--- src/rtl/pe_bcast_pkg.sv ---
// pe_bcast_pkg: shared types and helpers for the element-replication PE.
//   mode_e   : per-beat element rebuild mode
//   src_elem : returns the source element index feeding output element e
package pe_bcast_pkg;

  typedef enum logic [1:0] {
    MODE_PASS    = 2'd0,
    MODE_REP_LO  = 2'd1,
    MODE_REP_SEL = 2'd2,
    MODE_REV     = 2'd3
  } mode_e;

  // elems is always a power of two, so masking keeps sel in range even when
  // the SEL port is wider than needed (single-element words).
  function automatic int src_elem(input mode_e mode, input int sel, input int e, input int elems);
    int idx;
    case (mode)
      MODE_PASS:    idx = e;
      MODE_REP_LO:  idx = 0;
      MODE_REP_SEL: idx = sel & (elems - 1);
      MODE_REV:     idx = elems - 1 - e;
      default:      idx = e;
    endcase
    return idx;
  endfunction

endpackage

--- src/rtl/pe_bcast_skid.sv ---
// pe_bcast_skid: 2-entry valid/ready buffer (output register + 1-entry skid).
//   i_clk, i_rst_n      : clock, asynchronous active-low reset
//   i_data/i_vld/o_rdy  : upstream side; o_rdy is registered (= skid empty)
//   o_data/o_vld/i_rdy  : downstream side; o_data held while o_vld && !i_rdy
module pe_bcast_skid #(
  parameter int DW = 512
) (
  input  logic          i_clk,
  input  logic          i_rst_n,
  input  logic [DW-1:0] i_data,
  input  logic          i_vld,
  output logic          o_rdy,
  output logic [DW-1:0] o_data,
  output logic          o_vld,
  input  logic          i_rdy
);

  logic [DW-1:0] r_out_data;
  logic [DW-1:0] r_skid_data;
  logic          r_out_vld;
  logic          r_skid_vld;
  logic          w_acc;
  logic          w_xfer;

  assign w_acc  = i_vld && !r_skid_vld;
  assign w_xfer = r_out_vld && i_rdy;

  always_ff @(posedge i_clk or negedge i_rst_n) begin
    if (!i_rst_n) begin
      r_out_vld   <= 1'b0;
      r_skid_vld  <= 1'b0;
      r_out_data  <= '0;
      r_skid_data <= '0;
    end else begin
      if (w_xfer || !r_out_vld) begin
        // Output register is free at this edge: the older skid beat has
        // priority; otherwise a new beat lands directly (no bubble).
        if (r_skid_vld) begin
          r_out_data <= r_skid_data;
          r_out_vld  <= 1'b1;
          r_skid_vld <= 1'b0;
        end else begin
          r_out_vld <= w_acc;
          if (w_acc) r_out_data <= i_data;
        end
      end else if (w_acc) begin
        // Output stalled: park the accepted beat; o_rdy drops next cycle.
        r_skid_data <= i_data;
        r_skid_vld  <= 1'b1;
      end
    end
  end

  assign o_rdy  = !r_skid_vld;
  assign o_vld  = r_out_vld;
  assign o_data = r_out_data;

endmodule

--- src/rtl/pe_bcast.sv ---
// pe_bcast: registered element-replication PE across LANES lane words.
//   CLK, RST_N          : clock, asynchronous active-low reset
//   PECPIN, MODE, SEL   : input lane words and per-beat rebuild mode / element index
//   D_VALID / D_READY   : input handshake (D_READY registered)
//   PECPOUT             : transformed output lane words
//   Q_VALID / Q_READY   : output handshake
//   BEAT_CNT            : number of output transfers, wraps at 2^32
module pe_bcast
  import pe_bcast_pkg::*;
#(
  parameter  int LANES  = 8,
  parameter  int WORD_W = 64,
  parameter  int ELEM_W = 32,
  localparam int ELEMS  = WORD_W / ELEM_W,
  localparam int SEL_W  = (ELEMS > 1) ? $clog2(ELEMS) : 1
) (
  input  logic                          CLK,
  input  logic                          RST_N,
  input  logic [LANES-1:0][WORD_W-1:0]  PECPIN,
  input  mode_e                         MODE,
  input  logic [SEL_W-1:0]              SEL,
  input  logic                          D_VALID,
  output logic                          D_READY,
  output logic [LANES-1:0][WORD_W-1:0]  PECPOUT,
  output logic                          Q_VALID,
  input  logic                          Q_READY,
  output logic [31:0]                   BEAT_CNT
);

  if ((WORD_W % ELEM_W) != 0 || (ELEMS & (ELEMS - 1)) != 0) begin : g_param_err
    $error("pe_bcast: WORD_W must be a multiple of ELEM_W with a power-of-two element count");
  end

  function automatic logic [WORD_W-1:0] elem_xform(input logic [WORD_W-1:0] word,
                                                   input mode_e mode,
                                                   input logic [SEL_W-1:0] sel);
    logic [WORD_W-1:0] res;
    res = '0;
    for (int e = 0; e < ELEMS; e++) begin
      res[e*ELEM_W +: ELEM_W] = word[src_elem(mode, int'(sel), e, ELEMS)*ELEM_W +: ELEM_W];
    end
    return res;
  endfunction

  logic [LANES-1:0][WORD_W-1:0] w_xform;
  logic [31:0]                  r_beat_cnt;

  // Transform on the input side so the skid only ever holds finished beats.
  always_comb begin
    w_xform = '0;
    for (int l = 0; l < LANES; l++) begin
      w_xform[l] = elem_xform(PECPIN[l], MODE, SEL);
    end
  end

  pe_bcast_skid #(
    .DW (LANES * WORD_W)
  ) u_skid (
    .i_clk   (CLK),
    .i_rst_n (RST_N),
    .i_data  (w_xform),
    .i_vld   (D_VALID),
    .o_rdy   (D_READY),
    .o_data  (PECPOUT),
    .o_vld   (Q_VALID),
    .i_rdy   (Q_READY)
  );

  always_ff @(posedge CLK or negedge RST_N) begin
    if (!RST_N) begin
      r_beat_cnt <= '0;
    end else if (Q_VALID && Q_READY) begin
      r_beat_cnt <= r_beat_cnt + 32'd1;
    end
  end

  assign BEAT_CNT = r_beat_cnt;

endmodule

--- config.mk ---
export PLATFORM = sky130hd
export DESIGN_NAME = pe_bcast
export DESIGN_NICKNAME = d
export VERILOG_FILES = /design/src/rtl/pe_bcast_pkg.sv /design/src/rtl/pe_bcast_skid.sv /design/src/rtl/pe_bcast.sv
export SDC_FILE = /design/constraint.sdc
export NUM_CORES = 2
export LEC_CHECK = 0
export CORE_AREA = 2 2 541 328
export DETAILED_ROUTE_END_ITERATION = 10
export DIE_AREA = 0 0 543 330
export GPL_TIMING_DRIVEN = 0
export PLACE_DENSITY = 0.59
export SYNTH_ARGS = -nofsm -noshare
export SYNTH_HDL_FRONTEND = slang
export SYNTH_SLANG_ARGS = --single-unit
--- constraint.sdc ---
create_clock -name CLK -period 5.2 [get_ports CLK]
set_input_delay 0.52 -clock CLK [delete_from_list [all_inputs] [get_ports CLK]]
set_output_delay 0.52 -clock CLK [all_outputs]
set_load 0.1 [all_outputs]
**Word-level counts from Yosys, hierarchy flattened**

Index checks and enable logic that the tools add are counted.

- Input bits: 519
- Bits in registers: 1058
- Logic and storage cells: 45

- $add $sub $neg: 1
- Shifts and indexed selects: 16
- Bitwise operators: 1
- Mux-type cells: 7
- Equal/unequal tests: 3
- Reductions and logical operators: 12

Operators by type and width:

| cell | count |
|---|---|
| $mux W512 | 2 |
| $shiftx A64 B32 Y32 | 16 |
| $pmux W27 S3 | 2 |
| $add A32 B1 Y32 const B | 1 |
| $eq A2 B2 Y1 const B | 2 |
| $reduce_and A2 Y1 | 2 |
| $reduce_bool A2 Y1 | 2 |
| $reduce_or A2 Y1 | 2 |
| $mux W1 | 3 |
| $eq A2 B1 Y1 const B | 1 |
| $logic_and A1 B1 Y1 | 2 |
| $logic_not A1 Y1 | 2 |
| $logic_not A2 Y1 | 1 |
| $logic_or A1 B1 Y1 | 1 |
| $not A1 Y1 | 1 |

**Logic depth before layout (Yosys ltp)**

- Word-level depth: 6
- Mapped depth: 8
- Mapped depth without buffers: 5

**Modules after synthesis**

Synthesis repeated with hierarchy kept, for this count alone.

- Cells, all modules: 3439
- Area, all modules: 52026.1 sq um

Modules (own cells, without submodules):

| module | cells each | sequential area each (sq um) | area each (sq um) | times used |
|---|---|---|---|---|
| pe_bcast_skid | 2739 | 25674.6 | 44508.9 | 1 |
| pe_bcast | 700 | 800.8 | 7517.2 | 1 |

**Worst setup path after synthesis**

Ideal clock, no wire load.

- Kind: register -> output
- Start: register u_skid.r_skid_vld
- End: output port D_READY
- Stages on the path, launching flop included: 5
- Data arrival time: 1903 ps
- Buffers on the path: 3
- Path slack: 2777 ps
- Cell sequence: dfrtp_1 -> buf_2 -> inv_2 -> clkbuf_1 -> clkbuf_1

- Cells in the longest elaborated chain, start to end: 1

Ends and longest elaborated chain:

| item | RTL line | text |
|---|---|---|
| start, declared | pe_bcast_skid.sv:21 | `logic r_skid_vld;` |
| start signal, assigned | pe_bcast_skid.sv:31 | `r_skid_vld <= 1'b0;` |
| start signal, assigned | pe_bcast_skid.sv:41 | `r_skid_vld <= 1'b0;` |
| start signal, assigned | pe_bcast_skid.sv:49 | `r_skid_vld <= 1'b1;` |
| $logic_not A1 Y1 | pe_bcast_skid.sv:54 | `assign o_rdy = !r_skid_vld;` |
| end, declared | pe_bcast.sv:23 | `output logic D_READY,` |

No other way between the ends.

**Worst setup path after layout**

Same ends and word-level chain as after synthesis.

==> implementation parameters <==
Parameter                              Value

Status
  Run status ... finished with violations
  Violations in the final reports ... capacitance limit, slew limit

Power
  VDD IR max ... 324.0 µV
  Clock network fraction of total power ... 25.1%
  Combinational group share of total power ... 41.4%
  Leakage power of the design ... 29.28 nW
  Switching power as a share of total power ... 44.93%
  Pwr/cell area ... 480.4 mW/mm²
  Fraction of power consumed by sequential logic ... 33.6%
  Sw power ... 15.04 mW
  Cell Int Power ... 18.43 mW

Synthesis
  Area share of the largest cell type after synthesis ... 50.85%
  Gate count of the mapped netlist ... 5214
  Mean instance size in the synthesized netlist ... 9.985 µm²
  Library cells used by synthesis ... 36
  Library cell with the largest summed area after synthesis ... dfrtp_1
  Number of synthesized register bits ... 1058
  Number of nets in the synthesized netlist ... 5734
  Top_reg_cell synth ... dfrtp_1
  Fraction of the yosys area taken by sequential cells ... 50.85%
  Largest cells by area after synthesis ... dfrtp_1 51%, mux2_2 11%, nand2_1 7.4%
  Warning count from the yosys run ... 0
  Netlist Area Pre-Place ... 0.05206 mm²
  Number of enable flip-flop cells after synthesis ... 0
  Share of flip-flops with an asynchronous set or reset after synthesis ... 100.0%

Final layout
  Total area of sequential cells ... 0.02648 mm²
  Number of fillers in the final layout ... 17060
  Count of non-filler cells in the finished layout ... 8884
  Number of nets in the layout ... 6916
  Fraction of layout instances using a drive strength above 1 ... 14.87%
  Multi-input gate area in the final layout ... 0.02343 mm²
  Area growth, synth to finish ... 33.83%

Drt
  Post-DRT Antenna Nets ... 0
  Wire length reported by the detailed router ... 234700 µm
  WL/cell ... 26.42 µm
  Iteration-0 DRC Markers ... 4325
  Length of the first detailed-routing pass in iterations ... 6
  Post-detailed-route DRC marker count ... 0
  Per-cell via count in the routed design ... 5.321
  Routed vias ... 47270

Clock tree
  # resized after CTS ... 0
  Root cell of the clock tree ... clkbuf_16
  CTS H-tree lvls ... 3
  Number of setup buffers added after CTS ... 0
  Clock-pin slew reported for the worst setup and hold paths after clock tree synthesis ... 0.07 ns
  TritonCTS clock tree ... built
  Clock tree sinks ... 1058
  Worst skew pair latency ... 0.72 ns
  Num CTS Buffers ... 109
  Max clock buf depth ... 3

Global routing
  Number of global-route vias before repair ... 45850
  First-pass GRT wire length ... 333700 µm
  All-layer global routing usage ... 25.34%
  Maximum number of pins on one net before global-route repair ... 164
  Overflow left after global routing ... 0
  Number of antenna violations at the first check in global routing ... 56

Floorplan
  Io pins ... 1065
  Die W ... 543 µm
  Area inside the core boundary ... 0.1744 mm²
  Effective utilization at floorplan ... 29.86%
  Number of rows created at floorplan ... 119
  Area of the die ... 0.1792 mm²
  Die height ... 330 µm

Critical path
  Largest incremental delay on the critical path ... 1.32 ns
  Worst reg2reg path startpoint ... u_skid.r_skid_vld$_DFFE_PN0P_
  Most common cell on crit path ... clkbuf_1
  Largest fanout of any net on the critical path ... 10
  Kind of end point of the critical path ... output port
  Arrival time at the worst endpoint ... 4.45 ns
  Crit path launch ... u_skid.r_skid_vld$_DFFE_PN0P_
  Classification of the worst setup path ... reg -> out
  Required arrival time at the worst endpoint ... 4.68 ns
  Critical path's slowest cell ... clkdlybuf4s50_1
  Setup crit start kind ... register
  Sequence of cells on the critical path ... buf_2, inv_2, clkbuf_1, clkbuf_1, clkdlybuf4s50_1

STA
  RSZ-0062 raised after global routing ... no
  Max-slew violation count ... 11
  Final setup fails ... 0
  Post-route minimum period ... 4.966 ns
  Summed negative setup slack over all endpoints ... 0 ns
  Fin Clk Skew ... 0.03234 ns
  Worst slew margin ... -2.959%
  Worst Max-Slew Pin Slew ... 1.544 ns
  Hold violation total from the final report ... 0
  Fmax achieved ... 201.4 MHz
  Post-route clock period utilization ... 95.50%

Hold path
  Worst min-delay path class ... in -> reg
  Hold_sp ... PECPIN[103]

Placement
  Port Buffers ... 1063
  Number of cells after detailed placement ... 8642
  Global placement routability congestion ... 0.9581
  Detailed placement HPWL ... 179500 µm

Run
  Max-cap violations ... 1
## layout make-up
cell class	instances	area share [%]
timing repair buffer	1071	15.57
clock buffer	158	4.658
multi-input combinational	3693	33.63
tap	2359	4.236
clock inverter	40	0.6519
inverter	5	0.02694
antenna	42	0.1508
buffer	458	3.082
sequential	1058	38.00
## flip-flops by register name, summed over array words and instances, names as in the netlist
signal              count
BEAT_CNT               32
u_skid.o_data         512
u_skid.o_vld            1
u_skid.r_skid_data    512
u_skid.r_skid_vld       1
## repair_timing
action,in CTS,in global routing
endpoints found under the hold margin,143,0
hold buffers,1,0
endpoints found under the setup margin,0,0
## synthesized netlist by cell type, types with 10 or more instances
cell / n
nand3_1: 16
buf_4: 21
o21ai_0: 75
dfrtp_1: 1058
xnor2_1: 24
o31ai_1: 256
a21oi_1: 10
nand2_1: 1021
nor3b_1: 256
a21o_1: 10
o21ai_1: 171
clkbuf_1: 167
a211oi_2: 13
nand4_1: 15
a31oi_1: 256
a211oi_1: 253
mux2i_1: 256
buf_2: 232
nor2_1: 543
buf_1: 31
mux2_2: 493
## layer usage
layer / share of wire (%) / global-route usage, %
met1: 46 / 36.79
met4: 3.3 / 8.775
met2: 43 / 36.64
met3: 8.0 / 5.899
met5: 0.048 / 0
## metrics by stage
stage	hold WS (ns)	util, %	cell area, µm²	power (mW)	setup slack [ns]
final	0.4077	39.96	69670	33.47	0.2339
after global routing	0.3720	39.94	69640	34.72	0.1220
after CTS	0.3270	39.89	69550	33.60	0.1894
after detailed placement	0.4645	37.76	65840	25.19	1.011
after global placement	0.4620	37.66	65660	25.13	-47.45
after floorplan	0.2244	-	52060	20.70	2.777
## logic make-up after synthesis
| kind of cell | count (synthesis) | synth area share [%] |
|---|---|---|
| mux | 749 | 15.58 |
| buf+inv | 463 | 4.148 |
| simple gates | 1866 | 15.50 |
| xor+xnor | 31 | 0.5215 |
| fa+ha+maj | 1 | 0.02403 |
| flops | 1058 | 50.85 |
| compound gates | 1046 | 13.37 |
## worst paths after layout
path	end	slack (ns)	cells after the start
max in group asynchronous	u_skid.o_data[299]$_DFFE_PN0P_	1.23	6
max reg2reg	u_skid.o_data[506]$_DFFE_PN0P_	1.62	6
min reg2reg	BEAT_CNT[31]$_DFFE_PN0P_	0.47	1
min	u_skid.r_skid_data[103]$_DFFE_PN0P_	0.41	3
min in group asynchronous	u_skid.o_data[457]$_DFFE_PN0P_	0.44	2
max	D_READY	0.23	5
## worst max-delay path: cells and delay by family (launching register included)
kind     cells  cell delay [ns]
buf+inv      5             3.35
flops        1             0.36
## power by group through the flow
stage / logic (mW) / registers, mW / clock network (mW)
after floorplan: 3.13 / 17.6 / 0
after detailed placement: 13.8 / 11.4 / 0
after global routing: 14.4 / 11.4 / 8.87
after global placement: 13.7 / 11.4 / 0
final: 13.8 / 11.2 / 8.39
after CTS: 13.9 / 11.2 / 8.52
## layout by cell type (no fill, tap or decap), types with 3 or more instances in the layout
| cell type | count |
|---|---|
| o21ai_0 | 75 |
| a211oi_1 | 253 |
| buf_16 | 7 |
| clkbuf_8 | 27 |
| buf_4 | 21 |
| nand3_1 | 16 |
| nor4_1 | 4 |
| o21ai_1 | 171 |
| and3_1 | 3 |
| inv_1 | 4 |
| inv_6 | 4 |
| dfrtp_1 | 1058 |
| buf_1 | 31 |
| clkbuf_16 | 112 |
| xor2_1 | 7 |
| a21o_1 | 10 |
| xnor2_1 | 24 |
| buf_2 | 232 |
| diode_2 | 42 |
| nand2_1 | 1021 |
| clkdlybuf4s50_1 | 1062 |
| o31ai_1 | 256 |
| nor2_1 | 543 |
| a31oi_1 | 256 |
| nand4_1 | 15 |
| bufinv_16 | 8 |
| buf_6 | 7 |
| clkbuf_2 | 5 |
| a21oi_1 | 10 |
| mux2_2 | 493 |
| clkinv_2 | 21 |
| clkbuf_1 | 181 |
| nor3b_1 | 256 |
| clkinv_4 | 4 |
| mux2i_1 | 256 |
| a211oi_2 | 13 |
Power figures use the tool's default switching activity.
